[config.mk]
export PLATFORM = sky130hd
export DESIGN_NAME = key_debounce_flat
export DESIGN_NICKNAME = d
export VERILOG_FILES = /design/src/rtl/key_debounce_if.sv /design/src/rtl/key_debounce.sv /design/src/flat_wrapper.sv
export SDC_FILE = /design/constraint.sdc
export NUM_CORES = 1
export LEC_CHECK = 0
export BUFFER_PORTS_ARGS = -buffer_cell sky130_fd_sc_hd__buf_4
export CAP_MARGIN = 25
export CORE_AREA = 2 2 39 41
export DETAILED_ROUTE_END_ITERATION = 8
export DIE_AREA = 0 0 41 43
export PLACE_DENSITY = 0.65
export SYNTH_ARGS = -nofsm -noshare
export SYNTH_HDL_FRONTEND = slang
export SYNTH_SLANG_ARGS = --single-unit
export TNS_END_PERCENT = 50
[constraint.sdc]
create_clock -name clk -period 4.45 [get_ports clk]
set_input_delay 0.2225 -clock clk [delete_from_list [all_inputs] [get_ports clk]]
set_output_delay 0.2225 -clock clk [all_outputs]
set_load 0.05 [all_outputs]
[src/rtl/key_debounce_if.sv]
// key_debounce_if: key level in, debounced events out.
// Ports: d_i (synchronized key level, 1 = pressed), press_o / release_o (one-cycle event pulses),
// held_o (debounced level), count_o (press pulses issued, mod 256).
// master drives the key level; slave is the debouncer.
interface key_debounce_if;
  logic       d_i;
  logic       press_o;
  logic       release_o;
  logic       held_o;
  logic [7:0] count_o;
  modport master(output d_i, input press_o, release_o, held_o, count_o);
  modport slave(input d_i, output press_o, release_o, held_o, count_o);
endinterface

[src/rtl/key_debounce.sv]
// key_debounce: accepts key transitions after DB_CYCLES stable samples, emits press/release pulses.
// Ports: clk, reset (sync, active-high), kb (key_debounce_if.slave: d_i in; press_o, release_o,
// held_o, count_o out, all registered).
// Optional auto-repeat of the press pulse while held: define KEY_DEBOUNCE_REPEAT_EN.
module key_debounce #(
  parameter int DB_CYCLES     = 4,
  parameter int REPEAT_DELAY  = 20,
  parameter int REPEAT_PERIOD = 8
) (
  input logic           clk,
  input logic           reset,
  key_debounce_if.slave kb
);
  localparam int CW = (DB_CYCLES > 2) ? $clog2(DB_CYCLES) : 1;
  localparam logic [CW-1:0] LAST = CW'(DB_CYCLES - 1);
  typedef enum logic [1:0] {RELEASED, PRESS_CHK, PRESSED, RELEASE_CHK} state_e;
  state_e        state_q, state_d;
  logic [CW-1:0] cnt_q, cnt_d;
  logic          acc_press, acc_rel, rep_fire, press_d;
  logic          press_q, rel_q, held_q;
  logic [7:0]    count_q;
  if (DB_CYCLES < 2 || DB_CYCLES > 65535 || REPEAT_DELAY < 2 || REPEAT_PERIOD < 2) begin : g_bad_param
    $error("key_debounce: parameter out of range");
  end
  always_comb begin
    state_d   = state_q;
    cnt_d     = '0;
    acc_press = 1'b0;
    acc_rel   = 1'b0;
    case (state_q)
      RELEASED: if (kb.d_i) begin
        state_d = PRESS_CHK;
        cnt_d   = CW'(1);
      end
      PRESS_CHK: if (!kb.d_i) state_d = RELEASED;
      else if (cnt_q == LAST) begin
        state_d   = PRESSED;
        acc_press = 1'b1;
      end else cnt_d = cnt_q + 1'b1;
      PRESSED: if (!kb.d_i) begin
        state_d = RELEASE_CHK;
        cnt_d   = CW'(1);
      end
      RELEASE_CHK: if (kb.d_i) state_d = PRESSED;
      else if (cnt_q == LAST) begin
        state_d = RELEASED;
        acc_rel = 1'b1;
      end else cnt_d = cnt_q + 1'b1;
    endcase
  end
`ifdef KEY_DEBOUNCE_REPEAT_EN
  localparam int RW = $clog2((REPEAT_DELAY > REPEAT_PERIOD) ? REPEAT_DELAY : REPEAT_PERIOD);
  logic [RW-1:0] rep_q, rep_d;
  logic          rep_nth_q, rep_nth_d;
  // rep_nth_q selects the initial delay vs. the steady period; the counter restarts after each repeat.
  assign rep_fire = state_q == PRESSED &&
                    rep_q == (rep_nth_q ? RW'(REPEAT_PERIOD - 1) : RW'(REPEAT_DELAY - 1));
  always_comb begin
    rep_d     = (acc_press || acc_rel || rep_fire) ? '0 : (state_q == PRESSED) ? rep_q + 1'b1 : rep_q;
    rep_nth_d = (acc_press || acc_rel) ? 1'b0 : rep_fire ? 1'b1 : rep_nth_q;
  end
  always_ff @(posedge clk)
    if (reset) begin
      rep_q     <= '0;
      rep_nth_q <= 1'b0;
    end else begin
      rep_q     <= rep_d;
      rep_nth_q <= rep_nth_d;
    end
`else
  assign rep_fire = 1'b0;
`endif
  assign press_d = acc_press | rep_fire;
  always_ff @(posedge clk)
    if (reset) begin
      state_q <= RELEASED;
      cnt_q   <= '0;
      press_q <= 1'b0;
      rel_q   <= 1'b0;
      held_q  <= 1'b0;
      count_q <= '0;
    end else begin
      state_q <= state_d;
      cnt_q   <= cnt_d;
      press_q <= press_d;
      rel_q   <= acc_rel;
      held_q  <= state_d inside {PRESSED, RELEASE_CHK};
      count_q <= count_q + {7'd0, press_d};
    end
  assign kb.press_o   = press_q;
  assign kb.release_o = rel_q;
  assign kb.held_o    = held_q;
  assign kb.count_o   = count_q;
endmodule

[src/flat_wrapper.sv]
// flat-port wrapper written by rule: the top's interface ports become plain ports
module key_debounce_flat 
#(
  parameter int DB_CYCLES     = 4,
  parameter int REPEAT_DELAY  = 20,
  parameter int REPEAT_PERIOD = 8
)
  (clk, reset, kb_d_i, kb_press_o, kb_release_o, kb_held_o, kb_count_o);
  key_debounce_if kb_i ();
  input logic clk;
  input logic reset;
  input wire logic [$bits(kb_i.d_i)-1:0] kb_d_i;
  output wire logic [$bits(kb_i.press_o)-1:0] kb_press_o;
  output wire logic [$bits(kb_i.release_o)-1:0] kb_release_o;
  output wire logic [$bits(kb_i.held_o)-1:0] kb_held_o;
  output wire logic [$bits(kb_i.count_o)-1:0] kb_count_o;
  assign kb_i.d_i = kb_d_i;
  assign kb_press_o = kb_i.press_o;
  assign kb_release_o = kb_i.release_o;
  assign kb_held_o = kb_i.held_o;
  assign kb_count_o = kb_i.count_o;
  key_debounce #(.DB_CYCLES(DB_CYCLES), .REPEAT_DELAY(REPEAT_DELAY), .REPEAT_PERIOD(REPEAT_PERIOD)) u_core (.clk(clk), .reset(reset), .kb(kb_i));
endmodule
# After elaboration in Yosys (flattened, before gate mapping)
# Index checks and enable logic that the tools add are counted.
# word_totals
out_inout_bits	11
wordCells	34
input_bits	3
regBits	15
# classes
eq_ne	6
bitwise	1
n_mux	16
addsub	2
n_reduce_logical	3
# op_table
op	count
2-bit two-way mux	9
2-bit case mux with 4 select lines	2
2-bit == test, second input constant	5
8-bit by 1-bit adder with 8-bit output	1
1-bit two-way mux	5
3-bit OR reduction	1
2-bit by 1-bit adder with 2-bit output, second input constant	1
2-bit by 1-bit == test with 1-bit output, second input constant	1
2-bit logical NOT	1
2-bit nonzero test	1
1-bit NOT	1

# Logic depth before layout (Yosys ltp)
# Gate-level depths: netlist of the first run.
# depth
word_depth	6
mapped_depth	8
depth_no_buf	8

# Worst setup path after synthesis of the first run
# OpenSTA, ideal clock, no wires.
# synth_timing
kind	register -> register
start	reg u_core.cnt_q[0]
end	reg u_core.count_q[6], in the netlist u_core.kb.count_o[6]
required_time_ps	4379
period_less_slack_ps	1734
arrival_ps	1663
slack_ps	2716
path_stages_with_launch	9
setup_time_ps	71
n_path_buf	0
cell_sequence	dfxtp_1 > ha_1 > nand2_1 > nor2_1 > ha_1 > ha_1 > nand3_1 > or3_1 > a21oi_1
# synth_between
elab_chain_cells	5
# synth_rtl
item	line_no	text
start: declaration	key_debounce.sv:18	logic [CW-1:0] cnt_q, cnt_d;
start signal: assignment	key_debounce.sv:84	cnt_q <= cnt_d;
2-bit == test	key_debounce.sv:36	else if (cnt_q == LAST) begin
1-bit two-way mux	key_debounce.sv:36	
1-bit two-way mux	key_debounce.sv:35	PRESS_CHK: if (!kb.d_i) state_d = RELEASED;
1-bit two-way mux	key_debounce.sv:30	case (state_q)
via u_core.acc_press	key_debounce.sv:19	logic acc_press, acc_rel, rep_fire, press_d;
8-bit by 1-bit adder with 8-bit output	key_debounce.sv:88	count_q <= count_q + {7'd0, press_d};
end signal: assignment	key_debounce.sv:88	
end: declaration	key_debounce.sv:21	logic [7:0] count_q;
# The timed path passes the listed nets, and every way through them passes these cells.
# A chain may end at the register's enable or synchronous reset.

# Worst setup path after layout of the first run
# Same ends and word-level chain as after synthesis.

==> summary.txt, run 1 <==
Synth
  – Most frequent cells after synthesis: sky130_fd_sc_hd__dfxtp_1, sky130_fd_sc_hd__a21oi_1, sky130_fd_sc_hd__nand2_1, sky130_fd_sc_hd__nor2_1
  – Biggest area contributors in the synthesized netlist: sky130_fd_sc_hd__dfxtp_1, sky130_fd_sc_hd__ha_1, sky130_fd_sc_hd__a21oi_1
  – Summed instance area of the synthesized netlist: 554 um2
  – Fraction of the mapped netlist area in compound gates: 12.6%
  – Simple-gate area share of the yosys netlist: 20.3%
  – Fraction of post-synthesis cell area in the top cell type by area: 54.2%
  – XOR/XNOR Fraction of Synth Area: 4.74%
  – Syn Nets: 62
  – Adder and majority cell fraction of the synthesized area: 6.77%
  – Share of flip-flops with an asynchronous set or reset after synthesis: 0%
  – Cell type with the highest aggregate area in the netlist: sky130_fd_sc_hd__dfxtp_1
  – Synth Flop Type: sky130_fd_sc_hd__dfxtp_1
  – Sequential element share of the synthesized area: 54.2%
  – Count of synthesis-stage warnings from yosys: 0
  – Average size of a mapped cell: 9.90 um2
  – Yosys cell types: 20
  – Post-synthesis mux area share: 0%
  – Most common cell in the synthesized netlist: sky130_fd_sc_hd__dfxtp_1
  – Number of storage elements in the synthesis netlist: 15
  – Synth Instances: 56
  – Dominant combinational cell family by area after synthesis: simple AND/OR/NAND/NOR gates
  – Number of enable-type register cells in the synthesized netlist: 0

Global routing
  – GRT Resource Usage Total: 13.1%
  – Global-route wire length before repair: 1420 um
  – Antenna violations before repair: 0
  – Grt total ovfl: 0
  – Largest net degree at the start of global routing: 15
  – Via count of the first global-routing pass: 339

Outcome
  – Outcome: completed

STA
  – Max transition margin: 86.3%
  – Post-Route Setup TNS: 0 ps
  – # setup viols final: 0
  – PnR worst setup slack: 2610 ps
  – Final critical path time including I/O delays and setup: 1840 ps
  – Achievable Freq: 543 MHz
  – Setup Skew: 4.70 ps
  – Smallest hold slack: 202 ps
  – Worst slew pin tran: 205 ps
  – Number of failing hold endpoints at the final stage: 0
  – Final cycle utilization of the critical path: 41.4%
  – Max-slew violation count: 0
  – Setup repair after global routing missed its margin: no

Routing
  – Antenna-violating nets left: 0
  – Routed len/inst: 10.3 um
  – Total Wirelength: 909 um
  – Number of design-rule violations left by the first detailed-router iteration: 0
  – Count of unresolved DRC violations after routing: 0
  – Per-cell via count in the routed design: 5.00
  – Via count: 440
  – First-pass DRT Iterations: 1

Critical path
  – Crit path top cell by count: sky130_fd_sc_hd__ha_1
  – Highest-delay cell along the critical path: sky130_fd_sc_hd__or3_1
  – Buf+Inv Stages, Crit Path: 0
  – Terminus of the critical flop-to-flop path: u_core.kb.count_o[6]
  – Highest cell delay on the worst timing path: 360 ps
  – Worst path arrival time: 2070 ps
  – Internal reg-to-reg setup slack: 2610 ps
  – Category of the most critical setup path: register to register
  – Critical Path Start Type: register
  – Required time at the endpoint of the critical path: 4680 ps
  – Cell chain of the critical path: ha_1, nand2_1, nor2_1, ha_1, ha_1, nand3_1, or3_1, a21oi_1
  – R2R depth: 8
  – Worst-path maximum fanout: 4
  – Startpoint of the lowest-slack register-to-register path: u_core.cnt_q[0]
  – Type of element capturing the critical path: register
  – Worst path top cell family by delay: simple AND/OR/NAND/NOR gates

Power
  – Pwr Density: 316 mW/mm2
  – Clock network fraction of total power: 35.4%
  – Pint: 0.000171 W
  – Leakage power total: 0.288 nW
  – Relative contribution of sequential cells to total power: 62.0%
  – Worst supply voltage drop on vdd: 147 uV
  – Sw Share: 22.2%
  – Comb power frac: 2.6%
  – Power spent charging and discharging nets: 0.0000488 W

Clock tree
  – CTS sink cnt: 15
  – Clock Root Buffer: sky130_fd_sc_hd__clkbuf_4
  – Clock tree from TritonCTS: yes
  – Clock insertion delay at the later pin of the skew report: 290 ps
  – Number of instances resized during post-cts repair: 0
  – Hold bufs inserted after CTS: 0
  – Number of buffers between clock root and the deepest sink: 2
  – Number of setup buffers added after CTS: 0
  – Register clock-pin slew on the reported worst setup and hold paths: 90 ps
  – H-tree levels: 1
  – CTS Buf Count: 3

Cells and area
  – Filler cell count: 136
  – Nets: 79
  – Share of final-layout standard cells stronger than drive strength 1: 26.4%
  – Area overhead of the layout relative to synthesis: 25.5%
  – ANT cells: 0
  – Util after Layout: 50.3%

Die
  – Height of the chip: 43 um
  – Floorplan die area: 0.00176 mm2
  – Floorplan core area: 0.00138 mm2
  – # IOs: 14
  – Starting density of the core: 40.1%
  – Cell row count: 14
  – Die outline width: 41 um

Worst hold path
  – Tightest Hold Check Type: primary input to register
  – Number of cells on the worst hold path: 2
  – Hold Startpoint: reset
  – Worst hold path endpoint: u_core.kb.count_o[7]

Job
  – Max-capacitance violation count: 0

Placement
  – Global placement routability congestion: 0.706
  – Post-place setup slack: 2580 ps
  – Total of buffers placed on input and output ports: 13
  – HPWL after DPL: 651 um
layout by cell type, fill, tap and decap left out:
| cell type | synthesis | layout |
|---|---|---|
| sky130_fd_sc_hd__clkbuf_4 | 0 | 3 |
| sky130_fd_sc_hd__inv_1 | 1 | 1 |
| sky130_fd_sc_hd__nor2_1 | 4 | 4 |
| sky130_fd_sc_hd__nand4_1 | 1 | 1 |
| sky130_fd_sc_hd__a221oi_2 | 1 | 1 |
| sky130_fd_sc_hd__dfxtp_1 | 15 | 15 |
| sky130_fd_sc_hd__xor2_1 | 1 | 1 |
| sky130_fd_sc_hd__a21boi_1 | 1 | 1 |
| sky130_fd_sc_hd__ha_1 | 3 | 3 |
| sky130_fd_sc_hd__nand3_1 | 3 | 3 |
| sky130_fd_sc_hd__nor3_1 | 2 | 2 |
| sky130_fd_sc_hd__a21oi_1 | 5 | 5 |
| sky130_fd_sc_hd__or3_1 | 3 | 3 |
| sky130_fd_sc_hd__nand2_1 | 4 | 4 |
| sky130_fd_sc_hd__and3_2 | 1 | 1 |
| sky130_fd_sc_hd__buf_4 | 0 | 13 |
| sky130_fd_sc_hd__xnor2_1 | 2 | 2 |
| sky130_fd_sc_hd__o21ai_0 | 3 | 3 |
| sky130_fd_sc_hd__nand2b_1 | 2 | 2 |
| sky130_fd_sc_hd__nor2b_1 | 2 | 2 |
| sky130_fd_sc_hd__a211oi_1 | 1 | 1 |
| sky130_fd_sc_hd__clkinv_2 | 0 | 1 |
power by group through the flow:
stage / logic [W] / registers [W] / clock network (W)
after floorplan: 0.00000316 / 0.000139 / 0
after global placement: 0.00000579 / 0.000139 / 0
after detailed placement: 0.00000580 / 0.000139 / 0
after CTS: 0.00000582 / 0.000136 / 0.0000806
after global routing: 0.00000630 / 0.000137 / 0.0000892
final: 0.00000579 / 0.000136 / 0.0000778
routing by layer:
| metal | vias up | part of all wire, % | global-route usage, % | routed length, um |
|---|---|---|---|---|
| met2 | 12 | 40 | 15.6 | 365 |
| met4 | 0 | 4.4 | 14.0 | 40 |
| met5 | - | 0 | 0 | 0 |
| li1 | 228 | - | - | - |
| met3 | 4 | 5.6 | 6.28 | 51 |
| met1 | 196 | 50 | 15.4 | 451 |
cell families (layout without fill, tap and decap cells):
kind of cell	count (synthesis)	count (layout)
flops	15	15
fa+ha+maj	3	3
compound gates	11	11
xor+xnor	3	3
simple gates	22	22
buf+inv	2	18
per-stage QoR:
step | instances | cell area, um2 | power [W]
final | 88 | 696 | 0.000220
after floorplan | 56 | 554 | 0.000142
after detailed placement | 84 | 668 | 0.000145
after global placement | 84 | 668 | 0.000145
after global routing | 88 | 696 | 0.000232
after CTS | 88 | 696 | 0.000223
final cells by class:
type	instances	area (um2)	share of cell area, %
Inverter	1	3.75	0.540
Clock buffer	3	22.5	3.24
Timing Repair Buffer	13	97.6	14.0
Multi-Input combinational cell	39	246	35.4
Clock inverter	1	5.00	0.719
Sequential cell	15	300	43.2
Tap cell	16	20.0	2.88
how the worst max path moves through the flow:
stage	startpoint	end	slack (ps)	cells after the start
floorplan	u_core.cnt_q[0]	u_core.kb.count_o[6]	2720	8
global placement	u_core.cnt_q[0]	u_core.kb.count_o[6]	2610	8
detailed placement	u_core.cnt_q[0]	u_core.kb.count_o[6]	2580	8
CTS	u_core.cnt_q[0]	u_core.kb.count_o[6]	2570	8
global route	u_core.cnt_q[0]	u_core.kb.count_o[6]	2340	8
finish	u_core.cnt_q[0]	u_core.kb.count_o[6]	2610	8
flip-flops by register name, indices dropped and copies added (netlist names):
| register | flops |
|---|---|
| u_core.kb.count_o | 8 |
| u_core.kb.press_o | 1 |
| u_core.state_q | 2 |
| u_core.kb.held_o | 1 |
| u_core.kb.release_o | 1 |
| u_core.cnt_q | 2 |
Power figures use the tool's default switching activity.
==> inputs of run 2 (changes only) <==
- clock period: 4.45 -> 1.8 ns (I/O delays scaled with it)
==> run 2 against run 1 <==
Against the previous run: core utilization up 3.5 points; total power up 150%; routed wire length up 2.6%; hold slack worse by 120 ps; non-clock buffer count up 4; critical endpoint unchanged; cell area up 7.0%; largest cell class unchanged; fmax up 12%; global-route usage about the same; sequential share of layout area down 2.7 points.
==> summary.txt, run 2 (same netlist as run 1, synthesis figures left out) <==
Die
  – Die outline width: 41 um (unchanged)
  – Starting density of the core: 40.1% (unchanged)
  – Floorplan core area: 0.00138 mm2 (unchanged)
  – Floorplan die area: 0.00176 mm2 (unchanged)
  – Cell row count: 14 (unchanged)
  – # IOs: 14 (unchanged)
  – Height of the chip: 43 um (unchanged)

Cells and area
  – Share of final-layout standard cells stronger than drive strength 1: 35.5% (was 26.4%)
  – Most frequent cells in the layout: sky130_fd_sc_hd__buf_4, sky130_fd_sc_hd__dfxtp_1, sky130_fd_sc_hd__a21oi_1, sky130_fd_sc_hd__nand2_1, sky130_fd_sc_hd__nor2_1 (was sky130_fd_sc_hd__dfxtp_1, sky130_fd_sc_hd__buf_4, sky130_fd_sc_hd__a21oi_1, sky130_fd_sc_hd__nand2_1, sky130_fd_sc_hd__nor2_1)
  – Combined area of the multi-input logic cells: 264 um2 (was 246 um2)
  – Filler cell count: 125 (was 136)
  – ANT cells: 0 (unchanged)
  – Area overhead of the layout relative to synthesis: 34.3% (was 25.5%)
  – Nets: 83 (was 79)
  – Final std cells w/o fill: 92 (was 88)
  – Final non-filler cell area: 744 um2 (was 696 um2)
  – Area taken by flip-flops and latches: 302 um2 (was 300 um2)
  – Leading cell type in the layout, fill and taps excluded: sky130_fd_sc_hd__buf_4 (was sky130_fd_sc_hd__dfxtp_1)
  – Number of flip-flops in the largest register: 8 (unchanged)

Outcome
  – Outcome: completed (unchanged)

Critical path
  – Internal reg-to-reg setup slack: 150 ps (was 2610 ps)
  – Category of the most critical setup path: register to register (unchanged)
  – Required time at the endpoint of the critical path: 2010 ps (was 4680 ps)
  – Critical Path Start Type: register (unchanged)
  – Terminus of the critical flop-to-flop path: u_core.kb.count_o[6] (unchanged)
  – Type of element capturing the critical path: register (unchanged)
  – Worst-path maximum fanout: 3 (was 4)
  – R2R depth: 8 (unchanged)
  – Startpoint of the lowest-slack register-to-register path: u_core.cnt_q[0] (unchanged)
  – Worst path arrival time: 1860 ps (was 2070 ps)
  – Worst setup startpoint: u_core.cnt_q[0] (unchanged)

Clock tree
  – Number of buffers between clock root and the deepest sink: 2 (unchanged)
  – Clock tree from TritonCTS: yes (unchanged)
  – Hold bufs inserted after CTS: 0 (unchanged)
  – Clock Root Buffer: sky130_fd_sc_hd__clkbuf_4 (unchanged)
  – Clock insertion delay at the later pin of the skew report: 280 ps (was 290 ps)
  – H-tree levels: 1 (unchanged)
  – CTS Buf Count: 3 (unchanged)
  – Register clock-pin slew on the reported worst setup and hold paths: 90 ps (about the same)
  – CTS sink cnt: 15 (unchanged)

STA
  – Setup repair after global routing missed its margin: no (unchanged)
  – Max transition margin: 86.2% (was 86.3%)
  – Worst slew pin tran: 208 ps (was 205 ps)
  – Final critical path time including I/O delays and setup: 1650 ps (was 1840 ps)
  – Post-Route Setup TNS: 0 ps (unchanged)
  – Final cycle utilization of the critical path: 91.6% (was 41.4%)
  – # setup viols final: 0 (unchanged)
  – Max-slew violation count: 0 (unchanged)
  – Number of failing hold endpoints at the final stage: 0 (unchanged)
  – Setup Skew: 3.57 ps (was 4.70 ps)
  – Smallest hold slack: 83.8 ps (was 202 ps)
  – PnR worst setup slack: 151 ps (was 2610 ps)
  – Achievable Freq: 606 MHz (was 543 MHz)

Worst hold path
  – Tightest Hold Check Type: primary input to register (unchanged)
  – Number of cells on the worst hold path: 2 (unchanged)
  – Worst hold path endpoint: u_core.kb.count_o[7] (unchanged)
  – Hold Startpoint: reset (unchanged)

Global routing
  – Global-route wire length before repair: 1550 um (was 1420 um)
  – Grt total ovfl: 0 (unchanged)
  – Largest net degree at the start of global routing: 15 (unchanged)
  – Antenna violations before repair: 0 (unchanged)
  – Via count of the first global-routing pass: 386 (was 339)
  – GRT Resource Usage Total: 13.1% (about the same)

Power
  – Clock network fraction of total power: 34.5% (was 35.4%)
  – Sw Share: 21.4% (was 22.2%)
  – Pint: 0.000424 W (was 0.000171 W)
  – Comb power frac: 3.0% (was 2.6%)
  – Power spent charging and discharging nets: 0.000115 W (was 0.0000488 W)
  – Relative contribution of sequential cells to total power: 62.5% (was 62.0%)
  – Worst supply voltage drop on vdd: 335 uV (was 147 uV)
  – Leakage power total: 0.298 nW (was 0.288 nW)
  – Pwr Density: 725 mW/mm2 (was 316 mW/mm2)

Placement
  – Global placement routability congestion: 0.745 (was 0.706)
  – Total placed instance area: 698 um2 (was 668 um2)
  – HPWL after DPL: 677 um (was 651 um)
  – Post-place setup slack: 55.6 ps (was 2580 ps)
  – Cell count after placement: 88 (was 84)
  – Total of buffers placed on input and output ports: 13 (unchanged)

Job
  – Max-capacitance violation count: 0 (unchanged)

Routing
  – Via count: 443 (was 440)
  – Per-cell via count in the routed design: 4.82 (was 5.00)
  – Count of unresolved DRC violations after routing: 0 (unchanged)
  – Total Wirelength: 933 um (was 909 um)
  – Number of design-rule violations left by the first detailed-router iteration: 5 (was 0)
  – First-pass DRT Iterations: 4 (was 1)
  – Antenna-violating nets left: 0 (unchanged)
  – Routed len/inst: 10.1 um (was 10.3 um)
run 2: changes by cell type in the layout (fill, tap and decap cells not counted):
cell                      change
sky130_fd_sc_hd__ha_2         +2
sky130_fd_sc_hd__buf_4        +4
sky130_fd_sc_hd__ha_4         +1
sky130_fd_sc_hd__ha_1         -3
sky130_fd_sc_hd__dfxtp_1      -1
sky130_fd_sc_hd__dfxtp_2      +1
run 2: metrics by stage:
stage,power [W],util [%]
after floorplan,0.000352,-
after global placement,0.000361,50.5
after detailed placement,0.000361,50.5
after CTS,0.000551,52.4
after global routing,0.000574,53.8
final,0.000540,53.8
run 2: per-layer routing:
| metal | up-vias | share of wire [%] | track usage (%) |
|---|---|---|---|
| met5 | - | 0 | 0 |
| met4 | 0 | 2.0 | 10.0 |
| met3 | 2 | 5.0 | 3.14 |
| met2 | 10 | 43 | 18.1 |
| met1 | 192 | 50 | 16.8 |
| li1 | 239 | - | - |
run 2: worst max-delay path by stage:
| stage | slack, ps | depth (start not counted) | endpoint |
|---|---|---|---|
| global placement | 110 | 8 | u_core.kb.count_o[6] |
| CTS | 10 | 8 | u_core.kb.count_o[6] |
| floorplan | 70 | 8 | u_core.kb.count_o[6] |
| detailed placement | 60 | 8 | u_core.kb.count_o[6] |
| global route | 20 | 7 | u_core.kb.count_o[7] |
| finish | 150 | 8 | u_core.kb.count_o[6] |
run 2: area by class of cell:
type                       count  area share (%)
inverter                       1           0.504
clock inverter                 1           0.672
timing repair buffer          17            17.1
clock buffer                   3            3.03
sequential                    15            40.5
tap                           16            2.69
multi-input combinational     39            35.5
run 2: what timing repair did:
action                                  4_1_cts  5_1_grt
setup buffers                                 0        0
endpoints found under the setup margin        0        3
gates resized for setup                       0        5
run 2: power groups by stage:
stage                logic (W)  clock network (W)  registers, W
floorplan           0.00000781                  0      0.000344
global placement     0.0000164                  0      0.000345
detailed placement   0.0000165                  0      0.000345
CTS                  0.0000166           0.000197      0.000337
global route         0.0000181           0.000218      0.000338
finish               0.0000163           0.000186      0.000337
run 2: worst max-delay path, cell delays in order, from the launching register on:
cell and delay [ps]:
sky130_fd_sc_hd__dfxtp_2 340, sky130_fd_sc_hd__ha_2 170, sky130_fd_sc_hd__nand2_1 60, sky130_fd_sc_hd__nor2_1 120
sky130_fd_sc_hd__ha_2 220, sky130_fd_sc_hd__ha_4 140, sky130_fd_sc_hd__nand3_1 90, sky130_fd_sc_hd__or3_1 320
sky130_fd_sc_hd__a21oi_1 130
==> inputs of run 3 (changes only) <==
- CAP_MARGIN: 25 -> default
- clock period: 1.8 -> 1.9 ns (I/O delays scaled with it)
==> run 3 against run 2 <==
Against the previous run: routed wire length up 4.8%; largest cell class unchanged; core utilization down 2.3 points; sequential share of layout area up 1.6 points; largest power group unchanged; hold slack worse by 10 ps.
==> summary.txt, run 3 (same netlist as run 1, synthesis figures left out) <==
Outcome
  – Outcome: completed (unchanged)

Clock tree
  – Register clock-pin slew on the reported worst setup and hold paths: 90 ps (about the same)
  – Hold bufs inserted after CTS: 0 (unchanged)
  – Number of buffers between clock root and the deepest sink: 2 (unchanged)
  – CTS Buf Count: 3 (unchanged)
  – Clock insertion delay at the later pin of the skew report: 290 ps (was 280 ps)
  – Clock Root Buffer: sky130_fd_sc_hd__clkbuf_4 (unchanged)
  – Clock tree from TritonCTS: yes (unchanged)
  – CTS sink cnt: 15 (unchanged)
  – H-tree levels: 1 (unchanged)
  – Number of instances resized during post-cts repair: 0 (unchanged)
  – Number of setup buffers added after CTS: 0 (unchanged)

Cells and area
  – Area overhead of the layout relative to synthesis: 28.7% (was 34.3%)
  – Number of flip-flops in the largest register: 8 (unchanged)
  – Nets: 81 (was 83)
  – Share of final-layout standard cells stronger than drive strength 1: 29.7% (was 35.5%)
  – Final non-filler cell area: 713 um2 (was 744 um2)
  – ANT cells: 0 (unchanged)
  – Filler cell count: 131 (was 125)
  – Most frequent cells in the layout: sky130_fd_sc_hd__buf_4, sky130_fd_sc_hd__dfxtp_1, sky130_fd_sc_hd__a21oi_1, sky130_fd_sc_hd__nand2_1, sky130_fd_sc_hd__nor2_1 (unchanged)

Global routing
  – Grt total ovfl: 0 (unchanged)
  – GRT Resource Usage Total: 13.4% (was 13.1%)
  – Via count of the first global-routing pass: 378 (was 386)
  – Global-route wire length before repair: 1550 um (unchanged)
  – Antenna violations before repair: 0 (unchanged)
  – Largest net degree at the start of global routing: 15 (unchanged)

STA
  – # setup viols final: 0 (unchanged)
  – Number of failing hold endpoints at the final stage: 0 (unchanged)
  – Smallest hold slack: 73.5 ps (was 83.8 ps)
  – Setup repair after global routing missed its margin: no (unchanged)
  – Post-Route Setup TNS: 0 ps (unchanged)
  – Setup Skew: 2.58 ps (was 3.57 ps)
  – Max-slew violation count: 0 (unchanged)
  – Final critical path time including I/O delays and setup: 1760 ps (was 1650 ps)
  – Max transition margin: 86.1% (was 86.2%)
  – Final cycle utilization of the critical path: 92.7% (was 91.6%)
  – Achievable Freq: 568 MHz (was 606 MHz)
  – Worst slew pin tran: 208 ps (about the same)

Routing
  – Antenna-violating nets left: 0 (unchanged)
  – Routed len/inst: 10.9 um (was 10.1 um)
  – Number of design-rule violations left by the first detailed-router iteration: 5 (unchanged)
  – Count of unresolved DRC violations after routing: 0 (unchanged)
  – Via count: 446 (was 443)
  – Per-cell via count in the routed design: 4.96 (was 4.82)
  – First-pass DRT Iterations: 4 (unchanged)
  – Total Wirelength: 978 um (was 933 um)

Critical path
  – R2R depth: 8 (unchanged)
  – Worst path arrival time: 1990 ps (was 1860 ps)
  – Internal reg-to-reg setup slack: 140 ps (was 150 ps)
  – Critical Path Start Type: register (unchanged)
  – Startpoint of the lowest-slack register-to-register path: u_core.cnt_q[0] (unchanged)
  – Category of the most critical setup path: register to register (unchanged)
  – Terminus of the critical flop-to-flop path: u_core.kb.count_o[6] (unchanged)
  – Type of element capturing the critical path: register (unchanged)
  – Worst-path maximum fanout: 3 (unchanged)
  – Required time at the endpoint of the critical path: 2130 ps (was 2010 ps)

Placement
  – Global placement routability congestion: 0.715 (was 0.745)
  – Total placed instance area: 683 um2 (was 698 um2)
  – HPWL after DPL: 704 um (was 677 um)
  – Total of buffers placed on input and output ports: 13 (unchanged)

Power
  – Leakage power total: 0.293 nW (was 0.298 nW)
  – Pwr Density: 727 mW/mm2 (was 725 mW/mm2)
  – Worst supply voltage drop on vdd: 332 uV (was 335 uV)
  – Total Power Consumption: 0.000518 W (was 0.000540 W)

Worst hold path
  – Tightest Hold Check Type: primary input to register (unchanged)
  – Number of cells on the worst hold path: 2 (unchanged)
  – Worst hold path endpoint: u_core.kb.count_o[5] (was u_core.kb.count_o[7])
  – Hold Startpoint: reset (unchanged)

Job
  – Max-capacitance violation count: 0 (unchanged)

Die
  – Cell row count: 14 (unchanged)
  – Height of the chip: 43 um (unchanged)
  – Starting density of the core: 40.1% (unchanged)
  – Floorplan die area: 0.00176 mm2 (unchanged)
  – Floorplan core area: 0.00138 mm2 (unchanged)
  – # IOs: 14 (unchanged)
  – Die outline width: 41 um (unchanged)
==> run 3: changes by cell type in the layout (fill, tap and decap cells not counted), sizes merged <==
cell / delta
buf: -2
==> run 3: worst max path at each step <==
stage,start,endpoint,slack (ps)
2_1_floorplan,u_core.cnt_q[0],u_core.kb.count_o[6],170
3_3_place_gp,u_core.cnt_q[0],u_core.kb.count_o[6],190
3_5_place_dp,u_core.cnt_q[0],u_core.kb.count_o[6],160
4_1_cts,u_core.cnt_q[0],u_core.kb.count_o[6],120
5_1_grt,u_core.cnt_q[0],u_core.kb.count_o[6],20
6_report,u_core.cnt_q[0],u_core.kb.count_o[6],140
==> run 3: layout make-up <==
type	count	area [um2]	share of cell area, %
repair buffers	15	113	15.8
multi-input cells	39	249	34.9
clock inverters	1	5.00	0.702
clock buffers	3	22.5	3.16
well taps	16	20.0	2.81
inverters	1	3.75	0.526
flip-flops and latches	15	300	42.1
==> run 3: per-stage QoR <==
step / setup WS (ps) / std cells / utilization, %
finish: 139 / 90 / 51.5
CTS: 125 / 90 / 51.4
global placement: 186 / 86 / 49.4
global route: 22.0 / 90 / 51.5
floorplan: 166 / 56 / -
detailed placement: 158 / 86 / 49.4
==> run 3: where the power goes <==
| group | internal, W | switching, W | total (W) |
|---|---|---|---|
| combinational | 0.00000571 | 0.00000811 | 0.0000138 |
| sequential | 0.000317 | 0.00000229 | 0.000319 |
| clock | 0.0000783 | 0.000107 | 0.000185 |
==> run 3: per-layer routing <==
layer | vias to the layer above | part of all wire [%] | GRT usage (%)
met5 | - | 0 | 0
met4 | 0 | 3.9 | 10.0
met3 | 5 | 5.6 | 4.71
met2 | 15 | 44 | 20.0
met1 | 194 | 46 | 14.6
li1 | 232 | - | -
==> run 3: worst max-delay path: stages (launching register included) <==
cell and delay [ps]:
sky130_fd_sc_hd__dfxtp_1 340, sky130_fd_sc_hd__ha_1 200, sky130_fd_sc_hd__nand2_1 80, sky130_fd_sc_hd__nor2_1 110, sky130_fd_sc_hd__ha_1 190, sky130_fd_sc_hd__ha_2 200, sky130_fd_sc_hd__nand3_1 90, sky130_fd_sc_hd__or3_1 350
sky130_fd_sc_hd__a21oi_1 140
